--- src/rtl/div_iter_pkg.sv ---
// Shared types and constants for the iterative unsigned divider.
package div_iter_pkg;

    // Default operand / result width in bits.
    localparam int DEFAULT_WIDTH = 32;

    // Controller states: waiting, shifting out quotient bits, result pulse.
    typedef enum logic [1:0] {
        IDLE = 2'd0,
        CALC = 2'd1,
        DONE = 2'd2
    } state_t;

endpackage

--- src/rtl/div_iter_step.sv ---
// One restoring-division step: shift in the next dividend bit, then
// subtract the divisor when it fits and report the resulting quotient bit.
module div_step #(
    parameter int WIDTH = 32
) (
    input  logic [WIDTH:0]   rem_in,
    input  logic             bit_in,
    input  logic [WIDTH-1:0] divisor,
    output logic [WIDTH:0]   rem_out,
    output logic             q_bit
);

    // Shifted remainder is one bit wider than the stored remainder so the
    // compare sees the full value even if the stored top bit were ever set.
    logic [WIDTH+1:0] shifted;
    logic             fits;

    // Compare and conditional subtract of the divisor.
    always_comb begin
        shifted = {rem_in, bit_in};
        fits    = (shifted >= {2'b00, divisor});
        q_bit   = fits;
        if (fits) begin
            rem_out = shifted[WIDTH:0] - {1'b0, divisor};
        end else begin
            rem_out = shifted[WIDTH:0];
        end
    end

endmodule

--- src/rtl/div_iter.sv ---
// Iterative unsigned restoring divider: one quotient bit per cycle, MSB
// first, with a registered divide-by-zero shortcut.
module div_iter
    import div_iter_pkg::*;
#(
    parameter int WIDTH = DEFAULT_WIDTH
) (
    input  logic             clk,
    input  logic             rst_n,
    input  logic             start,
    input  logic [WIDTH-1:0] X1,
    input  logic [WIDTH-1:0] X2,
    output logic [WIDTH-1:0] Q,
    output logic [WIDTH-1:0] R,
    output logic             busy,
    output logic             done,
    output logic             div_zero
);

    localparam int CW = $clog2(WIDTH) + 1;

    state_t           state_reg;
    logic [CW-1:0]    cnt_reg;
    logic [WIDTH:0]   rem_reg;
    logic [WIDTH-1:0] dvd_reg;   // dividend shifts out MSB first, quotient shifts in
    logic [WIDTH-1:0] dsr_reg;
    logic [WIDTH-1:0] q_reg;
    logic [WIDTH-1:0] r_reg;
    logic             busy_reg;
    logic             done_reg;
    logic             dz_reg;

    logic [WIDTH:0]   step_rem;
    logic             step_q;
    logic [WIDTH-1:0] dvd_next;

    div_step #(
        .WIDTH (WIDTH)
    ) u_step (
        .rem_in  (rem_reg),
        .bit_in  (dvd_reg[WIDTH-1]),
        .divisor (dsr_reg),
        .rem_out (step_rem),
        .q_bit   (step_q)
    );

    assign dvd_next = {dvd_reg[WIDTH-2:0], step_q};

    // Controller and datapath registers; all outputs come straight from flops.
    always_ff @(posedge clk) begin
        if (!rst_n) begin
            state_reg <= IDLE;
            cnt_reg   <= '0;
            rem_reg   <= '0;
            dvd_reg   <= '0;
            dsr_reg   <= '0;
            q_reg     <= '0;
            r_reg     <= '0;
            busy_reg  <= 1'b0;
            done_reg  <= 1'b0;
            dz_reg    <= 1'b0;
        end else begin
            done_reg <= 1'b0;
            case (state_reg)
                IDLE: begin
                    if (start) begin
                        dvd_reg  <= X1;
                        dsr_reg  <= X2;
                        rem_reg  <= '0;
                        cnt_reg  <= '0;
                        busy_reg <= 1'b1;
                        if (X2 == '0) begin
                            // No iterations needed: report saturated quotient at once.
                            q_reg     <= '1;
                            r_reg     <= X1;
                            dz_reg    <= 1'b1;
                            done_reg  <= 1'b1;
                            state_reg <= DONE;
                        end else begin
                            state_reg <= CALC;
                        end
                    end
                end
                CALC: begin
                    rem_reg <= step_rem;
                    dvd_reg <= dvd_next;
                    cnt_reg <= cnt_reg + CW'(1);
                    if (cnt_reg == CW'(WIDTH - 1)) begin
                        q_reg     <= dvd_next;
                        r_reg     <= step_rem[WIDTH-1:0];
                        dz_reg    <= 1'b0;
                        done_reg  <= 1'b1;
                        state_reg <= DONE;
                    end
                end
                DONE: begin
                    // Start is not sampled here; a new request waits for IDLE.
                    busy_reg  <= 1'b0;
                    state_reg <= IDLE;
                end
                default: begin
                    busy_reg  <= 1'b0;
                    state_reg <= IDLE;
                end
            endcase
        end
    end

    assign Q        = q_reg;
    assign R        = r_reg;
    assign busy     = busy_reg;
    assign done     = done_reg;
    assign div_zero = dz_reg;

endmodule

--- config.mk ---
export PLATFORM = sky130hd
export DESIGN_NAME = div_iter
export DESIGN_NICKNAME = d
export VERILOG_FILES = /design/src/rtl/div_iter_pkg.sv /design/src/rtl/div_iter_step.sv /design/src/rtl/div_iter.sv
export SDC_FILE = /design/constraint.sdc
export NUM_CORES = 1
export LEC_CHECK = 0
export BUFFER_PORTS_ARGS = -buffer_cell sky130_fd_sc_hd__buf_4
export CAP_MARGIN = 20
export CORE_MARGIN = 4
export CORE_UTILIZATION = 52
export DETAILED_ROUTE_END_ITERATION = 12
export GPL_ROUTABILITY_DRIVEN = 0
export MAX_ROUTING_LAYER = met4
export PLACE_DENSITY = 0.77
export SLEW_MARGIN = 20
export SYNTH_ARGS = -nofsm -noshare
export SYNTH_HDL_FRONTEND = slang
export SYNTH_SLANG_ARGS = --single-unit
--- constraint.sdc ---
create_clock -name clk -period 2.9 [get_ports clk]
set_input_delay 0.435 -clock clk [delete_from_list [all_inputs] [get_ports clk]]
set_output_delay 0.435 -clock clk [all_outputs]
set_load 0.01 [all_outputs]
==> results.cfg <==
[placement]
postPlaceCellArea_um2 = 10400
io_buffers = 133
dp_hpwl_um = 18400

[yosys]
syn_avg_cell_area_um2 = 8.14
yosys.area.top_type = dfxtp_1
synth_top_cells_by_count = 199 x nand2_1, 172 x dfxtp_1, 81 x a21oi_1
netlist_area_um2 = 9090
synth_most_common_cell = nand2_1
synth_cells = 1117
synthArstFlopShare_pct = 0
synth.top_cells.by_area = dfxtp_1 38%, nand2_1 8.2%, ha_1 4.5%, a21oi_1 4.5%, o221a_2 3.8%
ys_warn_count = 0
synth_flop_cell = dfxtp_1
synth-edff-count = 0
ys_seq_area_share_pct = 37.9
ys_types = 67
synth.net_count = 1218
synth-seq-cells = 172
synth.top_cell.area_share_pct = 37.9

[global_routing]
grt_pass1_wl_um = 42100
antenna_found_initial = 0
track_usage_pct = 26.8
grt_start_max_net_pins = 74
grt_pass1_vias = 8648
grt.overflow.total = 0

[final_layout]
drive_gt1_share_pct = 28.2
seqCellArea_um2 = 3450
diodes = 0
multi_input_comb_area_um2 = 5510
final_util_pct = 67.8
n_fill_cell = 1334
area_growth_pct = 28.5
nets = 1358
fin_area_um2 = 11700
largest_reg_flops = 33

[pwr]
p_leak_nw = 5.24
power-per-cell-area_nw_per_um2 = 1330
power.total_w = 0.0155
ir_worst_vdd_v = 0.000941

[drt]
routed_wl_um = 27400
drt_iter0_markers = 887
avgRoutedWirePerCell_um = 18.4
viasPerCell = 5.97
dr_total_vias = 8919
firstDrtPassIters = 8
drc_errors = 0
drtAntennaViolNets = 0

[sta]
finalHoldViolations = 0
fmax_mhz = 338
fin_ws_ns = -0.0589
rsz0062_at_grt = yes
tightest_slew_ns = 0.861
tns_ns = -0.523
fin_crit_ns = 2.96
fin_skew_ns = 0.00843
min_period_over_period_pct = 102
final_max_slew_viol_count = 0
relSlewSlack_pct = 42.6
setup_viol = 21

[min_path]
hp-class = in2reg

[clock_network]
path_clk_slew_ns = 0.07
clock_latency_ns = 0.44
cts_buffer_depth = 2
clockRootBuffer = clkbuf_16
htree_levels = 4
cts_tree = yes
cts_made_buffers = 17
cts_sinks = 172

[worst_setup_path]
setup.worst_path.class = reg2reg
crit_path_top_delay_cell = a221o_1
critPathLaunchType = flop
rrSetupSlack_ns = -0.06
slowest_delay_ns = 0.39
path_cells = inv_2 > ha_4 > inv_2 > fa_2 > a21o_1 > a221o_1 > a22oi_2 > a21oi_2 > nor3_4 > buf_12 > buf_6 > buf_12 > buf_4 > o21ai_2 > a32o_1
worstPathRequired_ns = 3.23
crit_path_end_kind = flop
cp_data_arrival_time_ns = 3.29
path_max_fanout = 6

[run_status]
status = finished with violations
failed_checks = setup timing

[floorplan]
start_util_pct = 52.7
num_io_pins = 134
design.core.area_um2 = 17200
dieArea_um2 = 19700
row_count = 48
die_x_um = 140
die_y_um = 140

[flow_run]
cap_violations = 0
## layout by cell type (no fill, tap or decap), drive strengths merged, types with 14 or more instances in the layout
cell,n
and2,19
clkbuf,25
o21ai,68
inv,46
a21boi,39
a21oi,86
nand2,200
o221a,31
mux2i,20
ha,33
o211ai,14
nand4,14
nand3,63
nor2,46
buf,205
o211a,34
a21o,16
dfxtp,172
nor2b,17
xor2,14
## what timing repair did
action,CTS,global route
endpoints found under the setup margin,62,66
pin swaps,7,32
buffers inserted,9,9
resized for setup,23,91
cloned,1,3
hold buffers,0,0
## worst paths after layout
check	depth (start not counted)	end	startpoint
max	15	rem_reg[20]	dvd_reg[31]
min reg2reg	2	R[12]	R[12]
max reg2reg	15	rem_reg[20]	dvd_reg[31]
min	3	dsr_reg[4]	X2[4]
## cell families after synthesis
group                    synth area share, %
AO/OA/AOI/OAI                           26.6
XOR/XNOR                                2.60
adder cells (fa/ha/maj)                 4.76
buffers and inverters                   6.06
flip-flops                              37.9
multiplexers                            2.20
AND/OR/NAND/NOR                         19.9
## cell type report
type | count | share of cell area, %
Inverter | 44 | 1.41
Tap cell | 225 | 2.41
Clock buffer | 22 | 3.89
Timing Repair Buffer | 208 | 14.7
Clock inverter | 10 | 0.975
Multi-Input combinational cell | 814 | 47.2
Sequential cell | 172 | 29.5
## stage by stage
step | worst slack, ns | instances | hold WS [ns]
CTS | -0.0431 | 1484 | 0.255
detailed placement | -0.150 | 1442 | 0.452
global route | -0.188 | 1495 | 0.263
floorplan | 0.0337 | 1117 | 0.443
finish | -0.0589 | 1495 | 0.264
global placement | -0.0677 | 1442 | 0.447
## where the power goes
group / internal, W / switching (W) / leakage, nW
Sequential: 0.00268 / 0.000317 / 1.41
Combinational: 0.00496 / 0.00531 / 3.55
Clock: 0.00129 / 0.000974 / 0.279
## per-layer routing
metal / track usage (%) / routed length, µm / vias up
met1: 31.5 / 10800 / 4187
met5: - / 0 / -
met4: 13.4 / 1540 / 0
met3: 5.22 / 1680 / 121
li1: - / - / 4257
met2: 44.0 / 13500 / 354
## worst max-delay path: cells and delay by family, from the launching register on
kind	cells	cell delay, ns
flops	1	0.33
buf+inv	6	0.63
fa+ha+maj	2	0.45
compound gates	6	1.22
simple gates	1	0.20
No activity file was read; power rests on OpenSTA's default activity.
